### src/rtl/multiplier.sv
// multiplier: sequential unsigned 32x32 shift-add multiplier, 32 steps, registered 64-bit product
module multiplier #(
  parameter logic [5:0] MULTU = 6'b011001
) (
  input  logic        clk,
  input  logic        reset,
  input  logic [31:0] dataA,
  input  logic [31:0] dataB,
  input  logic [5:0]  Signal,
  output logic [63:0] dataOut,
  output logic        busy,
  output logic        done
);
  typedef enum logic [1:0] {IDLE, RUN, DONE} state_t;
  state_t state, next;
  logic [31:0] mcand;
  logic [63:0] prod;
  logic [5:0]  count;
  logic [32:0] sum;
  logic [63:0] step;
  logic        start;
  logic        last;
  assign start = (state != RUN) && (Signal == MULTU);
  assign last  = (state == RUN) && (count == 6'd31);
  // 33-bit sum keeps the carry that becomes product bit 63
  assign sum   = {1'b0, prod[63:32]} + (prod[0] ? {1'b0, mcand} : 33'd0);
  assign step  = {sum, prod[31:1]};
  assign busy  = (state == RUN);
  assign done  = (state == DONE);
  always_comb begin
    next = IDLE;
    next = start ? RUN : (state == RUN ? (last ? DONE : RUN) : IDLE);
  end
  always_ff @(posedge clk or posedge reset)
    if (reset) state <= IDLE;
    else       state <= next;
  always_ff @(posedge clk or posedge reset)
    if (reset) begin
      mcand   <= '0;
      prod    <= '0;
      count   <= '0;
      dataOut <= '0;
    end else if (start) begin
      mcand <= dataA;
      prod  <= {32'd0, dataB};
      count <= '0;
    end else if (state == RUN) begin
      prod  <= step;
      count <= count + 6'd1;
      if (last) dataOut <= step;
    end
endmodule

### config.mk
export PLATFORM = sky130hd
export DESIGN_NAME = multiplier
export DESIGN_NICKNAME = d
export VERILOG_FILES = /design/src/rtl/multiplier.sv
export SDC_FILE = /design/constraint.sdc
export NUM_CORES = 1
export LEC_CHECK = 0
export ABC_AREA = 1
export BUFFER_PORTS_ARGS = -buffer_cell sky130_fd_sc_hd__clkbuf_2
export CAP_MARGIN = 20
export CORE_AREA = 2 2 125 127
export DETAILED_ROUTE_END_ITERATION = 7
export DIE_AREA = 0 0 127 129
export HOLD_SLACK_MARGIN = 0.05
export PLACE_DENSITY = 0.86
export SETUP_SLACK_MARGIN = 0.1
export SYNTH_ARGS = -nofsm -noshare
export SYNTH_HDL_FRONTEND = slang
export SYNTH_SLANG_ARGS = --single-unit
### constraint.sdc
create_clock -name clk -period 15 [get_ports clk]
set_input_delay 0.75 -clock clk [delete_from_list [all_inputs] [get_ports clk]]
set_output_delay 0.75 -clock clk [all_outputs]
set_load 0.02 [all_outputs]
==> results of run 1 <==
cells in the mapped netlist (2+ instances only):
cell type / n / area share
nand2_1: 654 / 0.27
inv_1: 152 / 0.062
nor2_2: 3 / 0.0021
buf_4: 5 / 0.0041
clkbuf_1: 13 / 0.0053
o21ai_0: 21 / 0.011
xor2_1: 4 / 0.0038
dfrtp_1: 168 / 0.46
buf_2: 23 / 0.013
a21oi_1: 21 / 0.011
o21ai_1: 6 / 0.0033
nor2_1: 51 / 0.021
nor3b_1: 2 / 0.0016
nand3_2: 2 / 0.0022
nand3_1: 97 / 0.053
inv_2: 2 / 0.00082
ha_1: 33 / 0.045
o21bai_1: 3 / 0.0025
nand4_1: 4 / 0.0027
nand2_2: 5 / 0.0034
nor3_1: 8 / 0.0044
nand3b_1: 4 / 0.0033
xnor2_1: 10 / 0.0096
worst max-delay path by stage:
stage,endpoint,slack (ns),depth (start not counted),from
final,busy,11.86,5,state[1]
after detailed placement,dataOut[55],12.15,13,prod[0]
after CTS,busy,11.87,5,state[1]
after floorplan,count[0],9.70,1,reset
after global placement,dataOut[55],12.23,13,prod[0]
after global routing,busy,11.73,5,state[1]
where the power goes:
group          internal, mW  switching [mW]  total (mW)
registers             0.595           0.101       0.696
clock network         0.277           0.199       0.476
logic                 0.175           0.360       0.535
logic make-up after synthesis:
logic type | count (synthesis)
AOI/OAI and AO/OA | 54
xor gates and xnor gates | 14
adders and majority gates | 34
buffers and inverters | 195
DFF | 168
and+or+nand+nor | 831
critical path: stages (launching register included):
cell      delay [ns]
dfrtp_1         0.37
inv_1           0.09
nand2_2         0.24
inv_2           0.56
buf_4           0.45
clkbuf_2        0.24
area by class of cell:
type                    count  share of cell area
multi-input cells         933              0.3942
repair buffers            143             0.07098
clock inverters            13             0.01715
clock buffers              19             0.04282
flip-flops and latches    168              0.3975
inverters                 154             0.05513
well taps                 188             0.02224
sequential cells by signal (all words and copies together) (netlist names):
signal	count
dataOut	64
prod	64
mcand	32
state	2
count	6
cells in the final DEF (no fill, tap or decap), types with 2 or more instances in the layout:
cell,n
inv_8,4
nand3b_1,4
nor3_1,8
o21ai_0,21
o21bai_1,3
nor2_1,51
nor3b_1,2
buf_4,5
inv_6,3
clkbuf_16,17
nand2_1,653
xnor2_1,10
xor2_1,4
clkbuf_8,2
nand3_1,97
bufinv_16,3
nand4_1,4
inv_1,149
nor2_2,2
dfrtp_1,168
o21ai_1,6
nand2_2,6
ha_1,33
nand3_2,2
inv_2,4
clkinvlp_4,2
clkbuf_2,137
a21oi_1,21
stage by stage:
| stage | hold WS (ns) | util | setup slack, ns | instances |
|---|---|---|---|---|
| after floorplan | 0.4417 | - | 9.703 | 1296 |
| after global placement | 0.4541 | 0.6620 | 12.23 | 1585 |
| after detailed placement | 0.4601 | 0.6620 | 12.15 | 1585 |
| after CTS | 0.4753 | 0.7043 | 11.87 | 1617 |
| after global routing | 0.4941 | 0.7062 | 11.73 | 1618 |
| final | 0.4759 | 0.7062 | 11.86 | 1618 |
per-layer routing:
| metal | track usage | vias to the layer above | share of wire |
|---|---|---|---|
| met5 | 0 | - | 0 |
| met1 | 0.4207 | 3970 | 0.44 |
| met3 | 0.07027 | 40 | 0.080 |
| li1 | - | 4203 | - |
| met2 | 0.4794 | 320 | 0.46 |
| met4 | 0.09696 | 0 | 0.020 |
==> summary.md, run 1 <==
| Metric | Value |
|---|---|
| Layout filler cell count | 1242 |
| Max FO, Critical Path | 33 |
| Avg Cell Area, Syn | 7.056 µm² |
| Resize count post-CTS | 0 |
| Clock buffer count from CTS | 17 |
| Final Cycle Share | 0.2093 |
| # H-tree levels | 4 |
| Final Instance Area | 10580 µm² |
| Die W | 127 µm |
| Layout area overhead | 15.65% |
| Clock Skew | 0.008815 ns |
| Maximum vdd drop | 0.1174 mV |
| Reg2reg start | prod[0] |
| Sequential area share after synthesis | 0.4597 |
| Residual DRC | 0 |
| Yosys warning total | 0 |
| Largest family of logic cells by synthesized area | simple AND/OR/NAND/NOR gates |
| DR vias/cell | 5.274 |
| Total gr overflow | 0 |
| Slew Viols, Final | 0 |
| FF-to-FF End | dataOut[55] |
| Num ports | 138 |
| Final setup fails | 0 |
| Power Density | 161.4 nW/µm² |
| Maximum operating frequency | 318.5 MHz |
| Critical Path RT | about 14 ns |
| Number of port buffers | 137 |
| Crit end category | primary output |
| Post-route minimum period | about 3.1 ns |
| FF+latch area | ~4200 µm² |
| Synth Area in XOR/XNOR | 0.01341 |
| Multiplexer share of the synthesized area | 0 |
| Drt pass-1 iters | 5 |
| Avg WL per Cell | around 15 µm |
| Post-synthesis async set-or-reset flop share | 1.000 |
| Antenna Violating Nets Remaining | 0 |
| Die area | 16380 µm² |
| Power, Total | 1.707 mW |
| Post-Syn Area | ~9000 µm² |
| Largest net degree at the start of global routing | 95 |
| Rel. slew slack | 0.3264 |
| Vias | 8533 |
| Post-DP HPWL | 16.34 mm |
| Synth Flop Type | dfrtp_1 |
| Synth Net Count | roughly 1400 |
| ANT cells | 0 |
| Placed instance area | 9915 µm² |
| First-pass GRT wire length | ~39 mm |
| # nets final | 1523 |
| Height of the die | 129 µm |
| Clock latency on the worst-skew pair | 0.43 ns |
| Min-delay src | dataOut[53] |
| Initial antenna violation count | 0 |
| R2r setup slk | 12.35 ns |
| GPL Wtd Cong | around 0.98 |
| Max Cap Violations | 0 |
| Clk root buf | clkbuf_16 |
| Vias in the first global route | 8140 |
| Clk buf depth | 2 |
| Outcome | finished, final reports clean |
| Adder-Cell Fraction of Synth Area | 0.04734 |
| Simple-Gate Fraction of Synth Area | 0.3628 |
| CTS Hold Bufs | 0 |
| Clock Sinks | 168 |
| GRT Overall Usage | 0.3033 |
| Setup Total Neg Slack | 0 ns |
| RSZ-0062 raised after global routing | false |
| Post-CTS Setup Inserts | 0 |
| Crit start category | flip-flop |
| Post-synthesis cell count | 1296 |
| WS Path Type | flip-flop to primary output |
| Initial DRC Count | ~860 |
| Cell depth of the worst flop-to-flop path | 14 |
| Worst Max-Slew Pin Slew | 1.009 ns |
| Hold Crit Class | flip-flop to flip-flop |
| Worst Path Arrival | 2.39 ns |
| Rows | 45 |
| Fin. Hold Viols | 0 |
| Core Footprint | 14980 µm² |
| Post-synthesis compound-gate area fraction | 0.03147 |
| Multi-input gate area | approximately 4200 µm² |
| Flops & latches, synth | 168 |
| TritonCTS clock tree | built |
| Pleak | 6.497 nW |
| Number of library cell types mapped by synthesis | 28 |
| Clk slew on worst S/H paths | 0.07 ns |
| Layout cell share with drive strength beyond 1 | 0.1343 |
| Initial Utilization | 0.6106 |
| Routed wire length | 23.73 mm |
| WHS Endpoint | dataOut[53] |
| Number of synthesized flops with an enable pin | 0 |
| Hold Crit Depth | 2 |
Note: power is estimated with default switching activity, not from simulation.
==> run 2, diff against run 1 <==
--- a/config.mk
+++ b/config.mk
@@ -8,11 +8,11 @@
 export ABC_AREA = 1
 export BUFFER_PORTS_ARGS = -buffer_cell sky130_fd_sc_hd__clkbuf_2
 export CAP_MARGIN = 20
-export CORE_AREA = 2 2 125 127
+export CORE_AREA = 2 2 136 138
 export DETAILED_ROUTE_END_ITERATION = 7
-export DIE_AREA = 0 0 127 129
+export DIE_AREA = 0 0 138 140
 export HOLD_SLACK_MARGIN = 0.05
-export PLACE_DENSITY = 0.86
+export PLACE_DENSITY = 0.77
 export SETUP_SLACK_MARGIN = 0.1
 export SYNTH_ARGS = -nofsm -noshare
 export SYNTH_HDL_FRONTEND = slang
==> constraint.sdc (replaced) <==
create_clock -name clk -period 2.85 [get_ports clk]
set_input_delay 0.1425 -clock clk [delete_from_list [all_inputs] [get_ports clk]]
set_output_delay 0.1425 -clock clk [all_outputs]
set_load 0.02 [all_outputs]
==> summary.md, run 2 (same netlist as run 1, synthesis figures left out) <==
| Metric | Value |
|---|---|
| Multi-input gate area | 4169 µm² |
| Post-route minimum period | 2.452 ns |
| Hold Crit Class | input pin to flip-flop |
| Clock Skew | 0.007658 ns |
| Max FO, Critical Path | 39 |
| GRT met2 Usage | 0.4388 |
| Crit end category | primary output |
| Worst Path Arrival | 2.31 ns |
| GR met3 Demand/Resource | 0.05846 |
| GPL Wtd Cong | around 0.9 |
| Power Density | 790.7 nW/µm² |
| GRT Overall Usage | 0.2715 |
| Die W | 138 µm |
| Clk buf depth | 2 |
| Reg2reg start | prod[0] |
| Most frequent cells in the layout | nand2_1, dfrtp_1, inv_1, clkbuf_2, nand3_1 |
| Layout cell share with drive strength beyond 1 | 0.1313 |
| Final Instance Area | around 11000 µm² |
| Maximum vdd drop | 0.5370 mV |
| Grt met1 use | 0.3715 |
| Critical Path Start | state[1] |
| Pleak | 6.787 nW |
| Setup Total Neg Slack | 0 ns |
| TritonCTS clock tree | built |
| Number of port buffers | 137 |
| Rel. slew slack | 0.3949 |
| Layout area overhead | 23.79% |
| Placed instance area | 10090 µm² |
| Max Cap Violations | 0 |
| Largest net degree at the start of global routing | 77 |
| Regs by FF count | dataOut (64), prod (64), mcand (32) |
| Residual DRC | 0 |
| Final setup fails | 0 |
| Initial antenna violation count | 0 |
| FF+latch area | 4204 µm² |
| Critical Path Slowest Stage Cell | buf_4 |
| Clk slew on worst S/H paths | 0.07 ns |
| Vias in the first global route | 8682 |
| # nets final | 1593 |
| Fin. Hold Viols | 0 |
| Min-delay src | dataB[0] |
| Initial DRC Count | 613 |
| Core Footprint | around 18000 µm² |
| Maximum operating frequency | 407.8 MHz |
| # H-tree levels | 4 |
| Clock buffer count from CTS | 17 |
| Layout filler cell count | roughly 1600 |
| Critical path, cell by cell | inv_1, nand2_2, inv_2, buf_4, clkbuf_2 |
| Avg WL per Cell | 14.59 µm |
| Vias | 8650 |
| Routed wire length | 25.23 mm |
| Critical Path RT | 2.71 ns |
| Total gr overflow | 0 |
| ANT cells | 0 |
| Slew Viols, Final | 0 |
| Outcome | finished, final reports clean |
| WS Path Type | flip-flop to primary output |
| Height of the die | 140 µm |
| Worst Max-Slew Pin Slew | between 0.9 and 1 ns |
| RSZ-0062 raised after global routing | false |
| Post-CTS Setup Inserts | 0 |
| Top Usage Layer GRT | met2 |
| Post-Layout Cell Count | 1729 |
| Crit start category | flip-flop |
| Most common cell after layout, fill and taps aside | nand2_1 |
| Crit-path max cell delay | 0.52 ns |
| DR vias/cell | 5.003 |
| Initial Utilization | 0.5144 |
| Hold Slack | 0.08628 ns |
| Antenna Violating Nets Remaining | 0 |
| Final Cycle Share | 0.8605 |
| Clock latency on the worst-skew pair | ~0.43 ns |
| Num ports | 138 |
| Drt pass-1 iters | 5 |
| Clk root buf | clkbuf_16 |
| Clock Sinks | 168 |
| Post-DP HPWL | about 17 mm |
| Rows | just under 50 |
| First-pass GRT wire length | approximately 43 mm |
| Dpl cells | 1633 |
| Die area | around 19000 µm² |
run 2: cell count changes in the layout (fill, tap and decap cells not counted), sizes merged:
cell | before | now
buf | 6 | 12
bufinv | 3 | 1
clkbuf | 156 | 155
clkinv | 2 | 5
dlygate4sd3 | 0 | 64
run 2: report_power, final:
part	switching, mW	total [mW]	internal, mW
logic	1.94	2.96	1.02
registers	0.525	3.66	3.13
clock network	1.09	2.33	1.25
total	3.55	8.95	5.40
run 2: final timing paths:
path / to / slack [ns] / cells past startpoint
hold reg to reg: mcand[11] / 0.47 / 2
max in group asynchronous: mcand[31] / 1.67 / 4
setup / recovery: busy / 0.40 / 5
hold / removal: prod[0] / 0.09 / 3
min in group asynchronous: dataOut[41] / 0.46 / 3
setup reg to reg: prod[47] / 0.45 / 13
run 2: worst max-delay path: cells and delay by family, from the launching register on:
| kind | cells | cell delay (ns) |
|---|---|---|
| and+or+nand+nor | 1 | 0.24 |
| buffers and inverters | 4 | 1.25 |
| DFF | 1 | 0.36 |
run 2: stage by stage:
step,worst slack (ns),util,power [mW]
final,0.3977,0.6367,8.951
after global routing,0.2618,0.6367,9.501
after CTS,0.4061,0.6367,8.967
after detailed placement,0.4708,0.5676,6.552
after global placement,0.5138,0.5676,6.480
after floorplan,0.5668,-,5.535
run 2: repair_timing:
item                      in CTS  in global routing
resized for setup              0                  0
hold endpoints to repair      99                  0
hold buffers                  64                  0
run 2: routing by layer:
layer	wire, µm	share of wire	up-vias
li1	-	-	4334
met1	11460	0.45	3995
met4	516	0.020	0
met3	1611	0.064	45
met5	0	0	-
met2	11640	0.46	276
run 2: layout make-up:
cell class	count	share of cell area
Clock inverter	14	0.01404
Timing Repair Buffer	213	0.1317
Multi-Input combinational cell	933	0.3683
Clock buffer	18	0.03791
Tap cell	229	0.02531
Inverter	154	0.05139
Sequential cell	168	0.3714
==> run 3, diff against run 2 <==
--- a/config.mk
+++ b/config.mk
@@ -7,13 +7,15 @@
 export LEC_CHECK = 0
 export ABC_AREA = 1
 export BUFFER_PORTS_ARGS = -buffer_cell sky130_fd_sc_hd__clkbuf_2
-export CAP_MARGIN = 20
+export CAP_MARGIN = 40
 export CORE_AREA = 2 2 136 138
 export DETAILED_ROUTE_END_ITERATION = 7
 export DIE_AREA = 0 0 138 140
 export HOLD_SLACK_MARGIN = 0.05
 export PLACE_DENSITY = 0.77
+export RECOVER_POWER = 100
 export SETUP_SLACK_MARGIN = 0.1
+export SKIP_CTS_REPAIR_TIMING = 1
 export SYNTH_ARGS = -nofsm -noshare
 export SYNTH_HDL_FRONTEND = slang
 export SYNTH_SLANG_ARGS = --single-unit
==> summary.md, run 3 (same netlist as run 1, synthesis figures left out) <==
| Metric | Value |
|---|---|
| Outcome | complete, but fails checks |
| Power Density | 797.3 nW/µm² |
| Initial antenna violation count | 0 |
| Setup Total Neg Slack | 0 ns |
| Number of port buffers | 137 |
| Most frequent cells in the layout | nand2_1, dfrtp_1, inv_1, nand3_1, clkbuf_2 |
| Post-DP HPWL | between 15 and 20 mm |
| Die W | 138 µm |
| Top Usage Layer GRT | met2 |
| Critical Path RT | around 2.7 ns |
| RSZ-0062 raised after global routing | false |
| Crit-path max cell delay | 0.58 ns |
| GRT met2 Usage | 0.3986 |
| Antenna Violating Nets Remaining | 0 |
| Clk buf depth | 2 |
| Avg WL per Cell | 14.57 µm |
| Core Footprint | between 15000 and 20000 µm² |
| Worst Max-Slew Pin Slew | 1.936 ns |
| Pre-CTS setup slack | approximately 0.46 ns |
| Worst Path Arrival | 2.35 ns |
| Residual DRC | 0 |
| GPL Wtd Cong | around 0.92 |
| Pleak | 6.563 nW |
| # nets final | 1594 |
| Grt met1 use | 0.3574 |
| Layout filler cell count | 1638 |
| TritonCTS clock tree | built |
| Crit end category | primary output |
| Regs by FF count | dataOut (64), prod (64), mcand (32) |
| Slew Viols, Final | 81 |
| Num ports | 138 |
| Max Cap Violations | 2 |
| Clock Sinks | 168 |
| Fin. Hold Viols | 0 |
| Clock Skew | 0.01140 ns |
| CP delay by family, top | buffers and inverters |
| Layout area overhead | 22.47% |
| Max FO, Critical Path | 39 |
| Clock buffer count from CTS | 17 |
| Initial DRC Count | approximately 630 |
| Maximum vdd drop | 0.6988 mV |
| FF+latch area | around 4200 µm² |
| Multi-input gate area | 4134 µm² |
| Total gr overflow | 0 |
| Hold Crit Class | input pin to flip-flop |
| Final Cycle Share | 0.8745 |
| GR met3 Demand/Resource | 0.06393 |
| Rows | 49 |
| Vias in the first global route | about 8100 |
| WS Path Type | flip-flop to primary output |
| Layout cell share with drive strength beyond 1 | 0.07795 |
| Clock latency on the worst-skew pair | 0.44 ns |
| Final setup fails | 0 |
| Most common cell after layout, fill and taps aside | nand2_1 |
| Critical Path Slowest Stage Cell | clkbuf_4 |
| Clk root buf | clkbuf_16 |
| Drt pass-1 iters | 5 |
| Post-route minimum period | 2.492 ns |
| ANT cells | 0 |
| Crit start category | flip-flop |
| # H-tree levels | 4 |
| Placed instance area | approximately 10000 µm² |
| Clk slew on worst S/H paths | about 0.070 ns |
| First-pass GRT wire length | between 40 and 50 mm |
| Final Instance Area | between 10000 and 15000 µm² |
| Dpl cells | around 1600 |
| GRT Overall Usage | 0.2567 |
| WP buf/inv | 4 |
| Routed wire length | around 25 mm |
| Rel. slew slack | -0.2930 |
| Vias | about 8600 |
| DR vias/cell | 4.958 |
| Height of the die | around 140 µm |
| Setup ws final | 0.3577 ns |
| Post-Layout Cell Count | 1730 |
| Critical path, cell by cell | inv_1, nand2_2, inv_2, clkbuf_4, clkbuf_2 |
| Failing checks | capacitance limit, slew limit |
| Die area | 19320 µm² |
| Maximum operating frequency | 401.2 MHz |
| Initial Utilization | 0.5144 |
| Largest net degree at the start of global routing | 77 |
| Power, Total | between 8 and 9 mW |
run 3: path summary, 6_finish.rpt:
kind	start	endpoint	slack [ns]	cells past startpoint
worst max register to register	state[0]	prod[32]	0.42	6
worst max-delay path	state[1]	busy	0.36	5
max in group asynchronous	reset	dataOut[11]	0.61	4
worst min register to register	mcand[27]	mcand[27]	0.48	2
worst min-delay path	dataB[0]	prod[0]	0.08	3
min in group asynchronous	reset	prod[27]	0.40	4
run 3: per-layer routing:
layer	wire length, µm	share of wire
met4	594	0.024
met5	0	0
met2	11450	0.45
met3	1541	0.061
met1	11630	0.46
run 3: cell type report:
class                           count  area share
Clock buffer                       17     0.03798
Clock inverter                     15     0.01687
Inverter                          154     0.05173
Multi-Input combinational cell    933      0.3691
Sequential cell                   168      0.3754
Tap cell                          229     0.02558
Timing Repair Buffer              214      0.1233
run 3: stage by stage:
| stage | util | hold slack [ns] |
|---|---|---|
| floorplan | - | 0.2591 |
| global placement | 0.5676 | 0.3452 |
| detailed placement | 0.5688 | 0.3134 |
| CTS | 0.6033 | -0.1477 |
| global route | 0.6299 | 0.08522 |
| finish | 0.6299 | 0.08479 |
run 3: worst min-delay path, delay by kind of cell:
kind,cells,cell delay [ns]
buffers and inverters,1,0.08
AND/OR/NAND/NOR,2,0.23
run 3: report_power, final:
part           total (mW)  leakage [nW]  internal [mW]  switching [mW]
registers            3.66          2.27           3.13           0.526
clock network        2.44         0.303           1.33            1.10
logic                2.84          3.99          0.919            1.92
total                8.93          6.56           5.39            3.54
